[config.mk]
export PLATFORM = sky130hd
export DESIGN_NAME = mem_arbiter
export DESIGN_NICKNAME = d
export VERILOG_FILES = /design/src/rtl/mem_arbiter.sv
export SDC_FILE = /design/constraint.sdc
export NUM_CORES = 1
export LEC_CHECK = 0
export CAP_MARGIN = 15
export CORE_UTILIZATION = 36
export DETAILED_ROUTE_END_ITERATION = 8
export HOLD_SLACK_MARGIN = 0.06
export PLACE_DENSITY = 0.74
export SETUP_SLACK_MARGIN = 0.02
export SKIP_CTS_REPAIR_TIMING = 1
export SLEW_MARGIN = 5
export SYNTH_ARGS = -nofsm -noshare
export SYNTH_HDL_FRONTEND = slang
export SYNTH_SLANG_ARGS = --single-unit
export TNS_END_PERCENT = 10
[constraint.sdc]
create_clock -name clk -period 2.6 [get_ports clk]
set_clock_uncertainty 0.2 [all_clocks]
set_input_delay 0.52 -clock clk [delete_from_list [all_inputs] [get_ports clk]]
set_output_delay 0.52 -clock clk [all_outputs]
set_load 0.02 [all_outputs]
[src/rtl/mem_arbiter.sv]
// rtl/mem_arbiter.sv - two-port req/ack arbiter and wait-state sequencer for the memory/IO bus
// Tie-break policy: ARB_ROUND_ROBIN_EN selects round-robin, otherwise port 0 has fixed priority.
module mem_arbiter #(
    parameter int          RAM_WAIT  = 0,
    parameter int          UART_WAIT = 2,
    parameter logic [15:0] UART_BASE = 16'h0ff0
) (
    input  logic        clk,
    input  logic        reset,
    input  logic        m0_req,
    input  logic        m0_we,
    input  logic        m0_be,
    input  logic [15:0] m0_addr,
    input  logic [15:0] m0_wdata,
    output logic        m0_ack,
    output logic [15:0] m0_rdata,
    input  logic        m1_req,
    input  logic        m1_we,
    input  logic        m1_be,
    input  logic [15:0] m1_addr,
    input  logic [15:0] m1_wdata,
    output logic        m1_ack,
    output logic [15:0] m1_rdata,
    output logic [15:0] bus_addr,
    output logic [15:0] bus_wdata,
    output logic        bus_we,
    output logic        bus_re,
    output logic        bus_be,
    input  logic [15:0] bus_rdata,
    output logic        bus_owner
);

    localparam int MAXW = (RAM_WAIT > UART_WAIT) ? RAM_WAIT : UART_WAIT;
    localparam int CW   = (MAXW < 1) ? 1 : $clog2(MAXW + 1);

    localparam logic [1:0] IDLE   = 2'd0;
    localparam logic [1:0] ACCESS = 2'd1;
    localparam logic [1:0] RESP   = 2'd2;

    logic [1:0]    state;
    logic [CW-1:0] cnt;
    logic          owner;
    logic          lat_we;
    logic          lat_be;
    logic          first;
    logic [15:0]   lat_addr;
    logic [15:0]   lat_wdata;

    logic          any_req;
    logic          win;
    logic [15:0]   win_addr;
    logic [15:0]   win_wdata;
    logic          win_we;
    logic          win_be;

    assign any_req = m0_req | m1_req;

`ifdef ARB_ROUND_ROBIN_EN
    // last holds the most recent grant; reset to 1 so port 0 wins the first tie
    logic last;

    always_comb begin
        win = ~m0_req;
        if (m0_req && m1_req) begin
            win = ~last;
        end
    end

    always_ff @(posedge clk or posedge reset) begin
        if (reset) begin
            last <= 1'b1;
        end else if (state == IDLE && any_req) begin
            last <= win;
        end
    end
`else
    always_comb begin
        win = ~m0_req;
    end
`endif

    always_comb begin
        win_addr  = win ? m1_addr  : m0_addr;
        win_wdata = win ? m1_wdata : m0_wdata;
        win_we    = win ? m1_we    : m0_we;
        win_be    = win ? m1_be    : m0_be;
    end

    always_ff @(posedge clk or posedge reset) begin
        if (reset) begin
            state     <= IDLE;
            cnt       <= '0;
            owner     <= 1'b0;
            lat_we    <= 1'b0;
            lat_be    <= 1'b0;
            first     <= 1'b0;
            lat_addr  <= '0;
            lat_wdata <= '0;
            m0_rdata  <= '0;
            m1_rdata  <= '0;
        end else begin
            case (state)
                IDLE: begin
                    if (any_req) begin
                        owner     <= win;
                        lat_addr  <= win_addr;
                        lat_wdata <= win_wdata;
                        lat_we    <= win_we;
                        lat_be    <= win_be;
                        first     <= 1'b1;
                        cnt       <= (win_addr >= UART_BASE) ? CW'(UART_WAIT) : CW'(RAM_WAIT);
                        state     <= ACCESS;
                    end
                end
                ACCESS: begin
                    first <= 1'b0;
                    if (cnt == '0) begin
                        if (!lat_we) begin
                            if (owner) begin
                                m1_rdata <= bus_rdata;
                            end else begin
                                m0_rdata <= bus_rdata;
                            end
                        end
                        state <= RESP;
                    end else begin
                        cnt <= cnt - CW'(1);
                    end
                end
                RESP: begin
                    state <= IDLE;
                end
                default: begin
                    state <= IDLE;
                end
            endcase
        end
    end

    // write strobe only on the first access cycle so UART registers see one write
    assign bus_we    = (state == ACCESS) && lat_we && first;
    assign bus_re    = (state == ACCESS) && !lat_we;
    assign bus_addr  = lat_addr;
    assign bus_wdata = lat_wdata;
    assign bus_be    = lat_be;
    assign bus_owner = owner;
    assign m0_ack    = (state == RESP) && !owner;
    assign m1_ack    = (state == RESP) && owner;

endmodule

# After elaboration in Yosys (flattened, before gate mapping)
# Index checks and enable logic that the tools add are counted.
# word_totals
ff_bits,72
inputBits,88
elab_cells,50
# op_classes
n_addsub,1
n_lt_le_gt_ge,1
eq_ne,5
muxes,13
bitwise_logic,4
n_reduce_logical,16
# ops
operator,n
$mux 16,2
$ge 16x12->1 const B,1
$mux 2,5
$pmux 2 s2,2
$reduce_and 4->1,2
$ne 2x2->1 const B,3
$reduce_and 2->1,3
$logic_and 1x1->1,5
$logic_not 2->1,2
$mux 1,3
$not 1->1,3
$reduce_and 3->1,1
$eq 2x1->1 const B,1
$eq 2x2->1 const B,1
$logic_not 1->1,2
$pmux 1 s2,1
$reduce_bool 2->1,1
$sub 2x1->2 const B,1
$or 1x1->1,1

# Longest topological paths before layout
# Gate-level depths: netlist (run 1).
# depth
word_depth,5
ltp_mapped,6
depth_no_buf,5

# Least setup slack after synthesis (run 1)
# Ideal clock, no wire load.
# synth_path
path_kind,reg-to-reg
startpoint,reg state[1]
endpoint,reg m1_rdata[0]
arrival_ns,1.620
required_time_ns,2.275
setup_slack_ns,0.655
stages_incl_launch_ff,6
n_path_buf,1
path_cell_list,dfrtp_1 nand2b_1 nor2_1 nand3_2 buf_2 mux2_2
# synth_between
elab_chain_cells,2
# synth_rtl
element,line,rtl
from (decl),40,logic [1:0] state;
from (signal assigned),91,state <= IDLE;
from (signal assigned),112,state <= ACCESS;
from (signal assigned),125,state <= RESP;
$eq 2x1->1,102,case (state)
$reduce_and 4->1 (no source line),-,
to (signal assigned),120,m1_rdata <= bus_rdata;
to (decl),23,"output logic [15:0] m1_rdata,"
# Every way passes these cells.
# A chain may end at the register's enable or synchronous reset.

# Worst setup path after layout (run 1)
# layout_path
startpoint,reg state[1]
endpoint,out bus_we
# layout_between
elab_chain_cells,3
# layout_rtl
element,line,rtl
$eq 2x1->1,141,assign bus_we = (state == ACCESS) && lat_we && first;
$logic_and 1x1->1 (2 in series),141,
to (decl),26,"output logic bus_we,"
# Every way passes these cells.

==> results list, run 1 <==
- Remaining number of nets flagged by the antenna check after routing: 0
- In the routed design, unresolved DRC markers number 0.
- IO Count: 158
* Run status: finished, final reports clean
- Each instance of the synthesized netlist takes up on average 11.9 µm².
- Setup violations remaining at the end of the flow were counted as 0.
- Max-slew violation count: 0
- FF-to-FF Start: cnt[0]
* TritonCTS sink count: 72
- The clock reaches the later pin of the worst-skew pair after 0.33 ns.
- Arrival time of data at the critical path endpoint: 1.68 ns
- Global-route wire length before repair: 12100 µm
- Post-synth top area share: 58.0%
- For this run, the slowest stage of the critical path takes 0.61 ns.
- Worst hold path depth: 2
* Unrepaired setup endpoints after global routing: false
- Maximum fanout encountered on the critical timing path: 5
- After Yosys synthesis, XOR and XNOR cells account for 0% of the synthesized area.
* WHS Endpoint: bus_wdata[6]
- Compared with the post-synthesis result, the final layout area differs by 62.8%.
- TritonCTS built the clock tree.
* Number of antenna violations at the first check in global routing: 0
* Mapped Cells: 260
- After synthesis, the largest family of logic cells by area is multiplexers.
- After synthesis, the netlist uses 30 different library cells.
- Core Footprint: 8300 µm²
- Capture point of the worst reg-to-reg path: m0_rdata[9]
- Final critical delay including setup and external delays: 2.40 ns
- Slowest library cell on the worst path: sky130_fd_sc_hd__clkdlybuf4s50_1
- By startpoint and endpoint, the worst setup path is classified as flop to output port.
- The via count of the first global-routing pass came to 2576.
* Final weighted congestion of routability-driven global placement: 0.781
- Deepest clock path buffer count: 2
* Timing-limited maximum frequency: 417 MHz
* Worst reg2reg setup slack: 0.65 ns
- After synthesis the cells add up to 3110 µm².
* Critical Path Start Type: flop
- Synthesized flop and latch total: 72
- Summed over all layers, the global routing overflow is 0.
- Crit-path cells: nor2b_1 > and3_1 > clkdlybuf4s50_1
- The final critical path takes up 92.2% of the cycle.
- Htree depth: 3
- The worst hold path begins at bus_wdata[6].
* Die area: 9000 µm²
- Total inserted antenna cells: 0
- Power spread over the standard cell area amounts to 1170 nW/µm².
- Of the post-synthesis cell area, the part taken by muxes is 21.9%.
* Complex-gate fraction of the synthesized area: 7.78%
* Clock tree root buffer cell: sky130_fd_sc_hd__clkbuf_8
- Total vias in the final route: 2496
- Leak: 2.19 nW
* Final-layout fill cell count: 695
- Number of placed instances, taps included: 515
* Net count, final: 510
- Buffers inserted during clock tree synthesis total 9.
- DR WL/cell: 14.5 µm
* Worst slack on hold paths: 0.282 ns
- Fraction of final layout cells with drive strength greater than 1: 14.1%
- For this run, the detailed router's first-pass iteration total came to 4.
- Global routing used 17.8% of the available tracks.
- The wire-length estimate of the detail-placed layout is 5850 µm.
- For the final routed database, the setup TNS stands at 0 ns.
* Cell type with the highest aggregate area in the netlist: sky130_fd_sc_hd__dfrtp_1
- Number of vias per cell: 4.70
- Pin count of the biggest net entering global routing: 49
- Buffers placed on the I/O ports in this run total 157.
* Width of the die: 94.9 µm
- Cells fill 60.9% of the core in the end.
- For the worst setup path, the data required time is 1.88 ns.
- Measured in cells, the most critical reg-to-reg path has a length of 6.
- Synth warn: 0
- By area the synthesized netlist is led by sky130_fd_sc_hd__dfrtp_1 58%, sky130_fd_sc_hd__mux2_2 12%, sky130_fd_sc_hd__mux2i_1 10%, sky130_fd_sc_hd__o21ai_0 5.8%, sky130_fd_sc_hd__nand2_1 4.5%.
- The min-delay analysis places its worst path in the category flop to flop.
- The floorplan has 33 rows.
* Endpoints failing hold: 0
- Max-cap violation count: 0
- Part of the Yosys area used for sequential elements: 58.0%
* Critical Path End Type: output port
* Floorplan die height: 94.9 µm
- Tracing the worst setup path back leads to its startpoint at state[1].
- Initial DRC count: 43
* Initial Utilization: 37.4%
* Max-Slew Margin vs Limit: 66.0%
- Final Routed Wirelength: 7680 µm
* Synthesized-area fraction occupied by adder cells: 0.403%
- The synthesized netlist devotes 9.39% of its cell area to simple gates.
* Pin slew with the least headroom to its limit: 0.510 ns
- IR analysis of the VDD net gives a maximum drop of 0.000513 V.
- Post-route non-filler standard cell count: 531
- Post-synthesis net count: 349
- Clock-pin slew of the registers on the worst-case setup and hold paths: 0.08 ns
how the worst max path moves through the flow:
stage	slack (ns)	depth (start not counted)	end
finish	0.20	3	bus_we
global route	0.1	3	bus_we
CTS	0.08	3	bus_re
detailed placement	0.47	3	bus_re
global placement	0.49	3	bus_re
floorplan	0.06	1	bus_addr[0]
power breakdown:
part           total [W]  switching [W]  internal (W)  leakage (nW)
Sequential       0.00199       0.000307       0.00168         0.864
Clock           0.000996       0.000404      0.000591         0.119
Combinational    0.00290        0.00144       0.00146          1.21
Total            0.00589        0.00215       0.00374          2.19
layout by cell type, fill, tap and decap left out, drive strengths merged, types with 2 or more instances in the layout:
| master | count |
|---|---|
| inv | 3 |
| nor3 | 2 |
| mux2i | 32 |
| a21oi | 4 |
| clkinv | 3 |
| o21ai | 37 |
| nand2 | 37 |
| clkdlybuf4s50 | 155 |
| clkbuf | 11 |
| mux2 | 32 |
| nor2 | 5 |
| nand4 | 2 |
| and3 | 3 |
| bufinv | 2 |
| nor3b | 2 |
| nand3 | 3 |
| nor2b | 3 |
| dfrtp | 72 |
| buf | 8 |
through the flow:
stage / instance area (µm²) / power, W / setup WS (ns)
2_1_floorplan: 3110 / 0.00348 / 0.0551
3_3_place_gp: 4820 / 0.00488 / 0.492
3_5_place_dp: 4820 / 0.00496 / 0.466
4_1_cts: 5050 / 0.00597 / 0.0835
5_1_grt: 5050 / 0.00628 / 0.0956
6_report: 5050 / 0.00589 / 0.203
per-layer routing:
metal	track usage (%)	part of all wire [%]
met5	0	0
met4	7.83	1.5
met3	4.19	7.2
met2	29.3	46
met1	22.4	45
area by class of cell:
| type | count | area, µm² | area share [%] |
|---|---|---|---|
| Timing Repair Buffer | 164 | 1650 | 32.6 |
| Clock buffer | 11 | 151 | 3.00 |
| Tap cell | 105 | 131 | 2.60 |
| Inverter | 3 | 11.3 | 0.223 |
| Multi-Input combinational cell | 171 | 1230 | 24.4 |
| Sequential cell | 72 | 1800 | 35.6 |
| Clock inverter | 5 | 78.8 | 1.56 |
Yosys cell counts, drive strengths merged:
| cell | instances |
|---|---|
| dfrtp | 72 |
| nand2 | 37 |
| o21ai | 37 |
| mux2 | 32 |
| mux2i | 32 |
| buf | 7 |
| clkbuf | 7 |
| nor2 | 5 |
| a21oi | 4 |
| and3 | 3 |
| inv | 3 |
| nand3 | 3 |
| nor2b | 3 |
| nand4 | 2 |
| nor3 | 2 |
| nor3b | 2 |
| a221oi | 1 |
| a22o | 1 |
| a22oi | 1 |
| and2 | 1 |
| and3b | 1 |
| ha | 1 |
| nand2b | 1 |
| nor4 | 1 |
| o21a | 1 |
worst max-delay path: cells and delay by family (launching register included):
family                 cells  cell delay, ns
DFF                        1            0.42
buffers and inverters      1            0.61
and+or+nand+nor            2            0.32
kinds of logic after synthesis:
logic type,after synthesis
DFF,72
adders and majority gates,1
AOI/OAI and AO/OA,45
buffers and inverters,17
muxes,64
and+or+nand+nor,61
registers in the layout, indices dropped and copies added (netlist names):
register,count
bus_wdata,16
bus_addr,16
m0_rdata,16
lat_we,1
first,1
cnt,2
bus_owner,1
bus_be,1
state,2
m1_rdata,16
Power figures use the tool's default switching activity.
==> inputs of run 2 (changes only) <==
--- a/config.mk
+++ b/config.mk
@@ -16,4 +16,3 @@
 export SYNTH_ARGS = -nofsm -noshare
 export SYNTH_HDL_FRONTEND = slang
 export SYNTH_SLANG_ARGS = --single-unit
-export TNS_END_PERCENT = 10
==> results of run 2 <==
Same layout as run 1: the final DEF is identical, and so are final timing and power.
==> inputs of run 3 (changes only) <==
==> constraint.sdc (replaced) <==
create_clock -name clk -period 2.6 [get_ports clk]
set_clock_uncertainty 0.2 [all_clocks]
set_input_delay 0.52 -clock clk [delete_from_list [all_inputs] [get_ports clk]]
set_output_delay 0.52 -clock clk [all_outputs]
set_load 0.01 [all_outputs]
==> run 3 against run 2 <==
  * Power fell by 11%
  * Sequential cell count stayed put
  * Register-to-register slack worse by 0.03 ns
  * Routed wire length up 2.1%
  * Die area stayed put
  * Global-route usage increased by 0.19 points
  * Combinational power down 13%
  * Critical path type unchanged
==> results list, run 3 (synthesis results as in run 1) <==
- The flow ran to the end, and the final reports show no timing, DRC or antenna violations.
* Switching Power: 0.00173 W (-20%)
* Worst path required time: 1.88 ns (about the same)
- Max-slew violation count: 0 (unchanged)
- HPWL after detailed placement: 6200 µm (+6.0%)
- Pin count of the biggest net entering global routing: 31 (-37%)
- Critical Path Start: state[1]
- Fraction of final layout cells with drive strength greater than 1: 14.1% (unchanged)
- Arrival time of data at the critical path endpoint: 1.69 ns (about the same)
- Total of buffers placed on input and output ports: 157 (unchanged)
* Pin slew with the least headroom to its limit: 0.570 ns (+0.0600 ns)
* Final weighted congestion of routability-driven global placement: 0.819 (+4.8%)
* Post-route fraction of the period consumed by the critical path: 92.8% (+0.63 points)
* Unrepaired setup endpoints after global routing: false
- The post-route DRC violation count is 0 (unchanged).
* Logic pwr share: 47.7% (-1.6 points)
- Final critical delay including setup and external delays: 2.41 ns (+0.0164 ns)
* Classification of the worst setup path: flop to output port
* Total iterations of the first detailed-routing run: 4 (unchanged)
- The detailed-route wire length is 7850 µm (+2.1%).
* Deepest clock path buffer count: 2 (unchanged)
- The total CTS buffers came to 9 (unchanged).
- The startpoint identified for the worst hold timing path is bus_addr[8].
- TritonCTS built the clock tree.
- The library cell used most frequently in the layout, excluding fill and tap cells, is sky130_fd_sc_hd__clkdlybuf4s50_1.
- The number of placed cells counting well taps came to 516 (+0.19%).
- DR WL/cell: 14.8 µm (+2.1%)
- Post-Route Setup TNS: 0 ns (unchanged)
- Number of vias per cell: 4.76 (+1.3%)
- Synthesis-to-finish area growth: 61.0%
- Highest-count cells in the layout ignoring fill and taps: 156 x sky130_fd_sc_hd__clkdlybuf4s50_1, 72 x sky130_fd_sc_hd__dfrtp_1, 37 x sky130_fd_sc_hd__nand2_1
- Via count of the first global-routing pass: 2565 (-0.43%)
- Proportion of total power due to net switching: 33.0% (-3.6 points)
* Total inserted antenna cells: 0 (unchanged)
* Core Footprint: 8300 µm² (unchanged)
- Total vias in the final route: 2528 (+1.3%)
- Clock-pin slew of the registers on the worst-case setup and hold paths: 0.07 ns (about the same)
* Pwr Density: 1050 nW/µm² (-9.9%)
- Floorplan die height: 94.9 µm (unchanged)
* Htree depth: 3 (unchanged)
- The boundary pin count came to 158 (unchanged).
- Die area: 9000 µm² (unchanged)
- Clock latency reported for the late side of the worst-skew pair: 0.33 ns (about the same)
- Hold WC Path Type: flop to flop
- Clock tree root buffer cell: sky130_fd_sc_hd__clkbuf_8
- FF-to-FF Start: cnt[0]
- All-layer global routing usage: 18.0% (+0.19 points)
- The largest voltage drop on the vdd net was 0.000435 V (-15%).
- Number of antenna violations at the first check in global routing: 0 (unchanged)
- Leak: 2.15 nW (-2.0%)
* Critical Path Start Type: flop
- Row count: 33 (unchanged)
* Global-route wire length before repair: 12400 µm (+1.8%)
- The total grt overflow is 0 (unchanged).
- Maximum fanout encountered on the critical timing path: 5 (unchanged)
- Endpoints failing hold: 0 (unchanged)
- The worst setup path is captured at an output port.
- The reported max-cap violation count was 0 (unchanged).
- The count of final setup violators was 0 (unchanged).
- Net count, final: 511 (+0.20%)
- Share of total power in the clock network: 14.3% (-2.6 points)
* Worst slack on hold paths: 0.279 ns (-0.00301 ns)
- The portion of total power attributed to sequential cells came to 38.0% (+4.2 points).
- Remaining number of nets flagged by the antenna check after routing: 0 (unchanged)
* Timing-limited maximum frequency: 414 MHz (-0.68%)
- Internal power: 0.00352 W (-5.8%)
- Post-route non-filler standard cell count: 531 (unchanged)
* Initial DRC count: 64 (+49%)
- The initial core utilization is 37.4% (unchanged).
- TritonCTS sink count: 72 (unchanged)
* Width of the die: 94.9 µm (unchanged)
- The worst slew margin relative to its limit is 62.0% (-4.0 points).
-- run 3: layout make-up --
cell class                 instances  area [µm²]
sequential                        72        1800
clock buffer                      10         138
multi-input combinational        171        1230
timing repair buffer             165        1650
tap                              105         131
inverter                           3        11.3
clock inverter                     5        33.8
fill                             690        3300
-- run 3: power by group through the flow --
stage	Combinational [W]	Clock (W)	Sequential, W
after global placement	0.00249	0	0.00199
final	0.00251	0.000753	0.00199
after floorplan	0.000845	0	0.00223
after global routing	0.00274	0.000833	0.00207
after detailed placement	0.00255	0	0.00201
after CTS	0.00255	0.000787	0.00200
-- run 3: final timing paths --
| check | end | slack (ns) | cells past startpoint |
|---|---|---|---|
| worst max-delay path | bus_re | 0.19 | 3 |
| worst min-delay path | bus_addr[8] | 0.28 | 2 |
| worst max register to register | m0_rdata[13] | 0.62 | 6 |
| worst min register to register | bus_addr[8] | 0.28 | 2 |
| max in group asynchronous | m1_rdata[15] | 1.32 | 3 |
| min in group asynchronous | m0_rdata[8] | 0.35 | 2 |
-- run 3: through the flow --
step	setup WS [ns]	area [µm²]	util [%]	total power [W]
after floorplan	0.0551	3110	-	0.00308
after global placement	0.567	4830	58.2	0.00448
after detailed placement	0.506	4830	58.2	0.00456
after CTS	0.164	5000	60.3	0.00534
after global routing	0.0420	5000	60.3	0.00564
final	0.186	5000	60.3	0.00525
-- run 3: metal layers --
| metal | track usage [%] | part of all wire (%) | up-vias |
|---|---|---|---|
| met5 | 0 | 0 | - |
| met4 | 6.82 | 1.3 | 0 |
| met3 | 4.11 | 7.5 | 9 |
| met2 | 31.4 | 49 | 104 |
| met1 | 21.6 | 42 | 1178 |
| li1 | - | - | 1237 |
-- run 3: worst max-delay path: stages (launching register included) --
cell,delay (ns)
sky130_fd_sc_hd__dfrtp_1,0.41
sky130_fd_sc_hd__nand2b_1,0.20
sky130_fd_sc_hd__nor2_1,0.17
sky130_fd_sc_hd__clkdlybuf4s50_1,0.58
==> RTL change: new RTL, flow settings as in run 2 <==
The option `ARB_ROUND_ROBIN_EN` is turned on by a define.
--- a/src/rtl/mem_arbiter.sv
+++ b/src/rtl/mem_arbiter.sv
@@ -1,5 +1,7 @@
 // rtl/mem_arbiter.sv - two-port req/ack arbiter and wait-state sequencer for the memory/IO bus
 // Tie-break policy: ARB_ROUND_ROBIN_EN selects round-robin, otherwise port 0 has fixed priority.
+`define ARB_ROUND_ROBIN_EN
+
 module mem_arbiter #(
     parameter int          RAM_WAIT  = 0,
     parameter int          UART_WAIT = 2,
Check against the original RTL: not equivalent (a bounded check fails within 10 cycles, from zero or initial values and one cycle with reset high).
==> RTL change against run 2 <==
- wire length increased by 5.5%
- worst hold slack got worse by 0.00094 ns
- register-to-register slack got worse by 0.07 ns
- cell area increased by 2.3%
- sequential cell count increased by 1
- setup slack got worse by 0.062 ns
- total power increased by 2.7%
- critical path depth decreased by 1
- synthesized area increased by 3.1%
==> RTL change: results (changes against run 2) <==
Status
  – Outcome: finished clean

Synthesis
  – Synth cell count leaders: dfrtp_1 (72), o21ai_0 (39), nand2_1 (36)
  – Synth Area in XOR/XNOR: 0% (unchanged)
  – Syn_nets: 354 (+1.4%)
  – Count of cell types in the netlist: 31 (+3.3%)
  – Sequential share of the synthesized area: 57.1% (-0.93 points)
  – Ranking of synthesized cells by area: dfrtp_1 (56%), mux2_2 (12%), mux2i_1 (11%), o21ai_0 (6.1%), nand2_1 (4.2%)
  – Post-synthesis compound-gate area fraction: 7.27% (-0.51 points)
  – Top FF cell, synth: dfrtp_1
  – Ys Warns: 0 (unchanged)
  – Async S/R FF share, synth: 100% (unchanged)
  – Synth Area in Adders: 0.391% (-0.012 points)
  – Mux share of post-synthesis cell area: 22.9% (+0.98 points)

Clock tree
  – CTS clock-pin slew for the worst setup and hold paths: about 0.07 ns
  – TritonCTS buffer count: 9 (unchanged)
  – Clk_lat worst skew: 0.34 ns
  – Number of H-tree levels: 3 (unchanged)
  – Clock Path Buffers: 2 (unchanged)
  – Clock Tree Root: clkbuf_8

Drt
  – Vias: 2,627 (+5.2%)
  – Initial DRC Count: 40 (-7.0%)
  – Final WL: 8100 um (+5.5%)
  – Detailed Routing Iterations Pass 1: 4 (unchanged)

Placed design
  – Dpl hpwl: 6140 um (+5.1%)
  – Port bufs: 157 (unchanged)
  – Placer's final routability congestion estimate: 0.703 (-10%)

Finish
  – Share of cells above drive strength 1: 16.4% (+2.3 points)
  – P&R area growth vs syn: 61.5%
  – # diodes: 0 (unchanged)
  – Fin nets: 518 (+1.6%)

Power and ir drop
  – Net switching power: 2.20 mW (+2.4%)
  – VDD IR-drop max: 481 uV (-6.3%)
  – Pleak: 2.32 nW (+5.5%)

GRT
  – First-pass GRT wire length: 12,300 um (+1.5%)
  – Largest net degree at the start of global routing: 74 (+51%)
  – GRT Util Overall: 18.0% (+0.18 points)
  – Initial antenna violation count: 0 (unchanged)

Timing
  – Final setup violation count: 0 (unchanged)
  – Worst-Margin Slew: 0.451 ns (-0.0596 ns)

Worst hold path
  – Hold Path Class: reg -> reg

Worst setup path
  – Arr. time, crit path: 1.74 ns (+0.06 ns)
  – Largest fanout on the critical path: 6 (+1)
## RTL change: kinds of logic after synthesis
| group | Yosys count |
|---|---|
| adders and majority gates | 1 |
| muxes | 69 |
| and+or+nand+nor | 58 |
| buffers and inverters | 19 |
| DFF | 73 |
| AOI/OAI and AO/OA | 45 |
## RTL change: path summary, 6_finish.rpt
kind	from	to	slack, ns	depth (start not counted)
worst min register to register	bus_wdata[4]$_DFFE_PP0P_	bus_wdata[4]$_DFFE_PP0P_	0.28	2
worst max register to register	cnt[0]$_DFFE_PP0P_	m0_rdata[11]$_DFFE_PP0P_	0.58	6
worst min-delay path	bus_wdata[4]$_DFFE_PP0P_	bus_wdata[4]$_DFFE_PP0P_	0.28	2
min in group asynchronous	reset	m0_rdata[10]$_DFFE_PP0P_	0.39	3
worst max-delay path	bus_owner$_DFFE_PP0P_	m0_ack	0.14	2
max in group asynchronous	reset	last$_DFFE_PP1P_	1.48	3
## RTL change: power by group through the flow
stage               logic [mW]  registers, mW  clock network, mW
floorplan                0.975           2.63                  0
global placement          2.99           2.03                  0
detailed placement        3.05           2.05                  0
CTS                       3.06           2.03               1.03
global route              3.29           2.10               1.08
finish                    3.02           2.03               1.00
## RTL change: final cells by class
| class | instances | area, sq um |
|---|---|---|
| inverters | 6 | 22.5 |
| fillers | 742 | 3510 |
| flip-flops and latches | 73 | 1830 |
| multi-input cells | 173 | 1290 |
| clock buffers | 11 | 151 |
| well taps | 108 | 135 |
| clock inverters | 5 | 77.6 |
| repair buffers | 166 | 1670 |
## RTL change: metal layers
| layer | vias to the layer above | global-route usage (%) | wire length (um) | share of wire [%] |
|---|---|---|---|---|
| met4 | 0 | 5.88 | 56 | 0.69 |
| li1 | 1255 | - | - | - |
| met5 | - | 0 | 0 | 0 |
| met2 | 135 | 29.3 | 3800 | 47 |
| met1 | 1231 | 20.8 | 3280 | 40 |
| met3 | 6 | 8.85 | 972 | 12 |
## RTL change: worst max-delay path, cell delays in order (launching register included)
cell             delay (ns)
dfrtp_1                0.46
nor3b_1                0.25
clkdlybuf4s50_1        0.69
## RTL change: through the flow
stage / instance area (sq um) / total power, mW / utilization [%] / setup WS [ns] / std cells
2_1_floorplan: 3200 / 3.60 / - / 0.0284 / 265
3_3_place_gp: 4930 / 5.02 / 56.8 / 0.279 / 525
3_5_place_dp: 4930 / 5.10 / 56.8 / 0.220 / 525
4_1_cts: 5160 / 6.13 / 59.5 / -0.0144 / 541
5_1_grt: 5170 / 6.47 / 59.6 / 0.0893 / 542
6_report: 5170 / 6.05 / 59.6 / 0.141 / 542
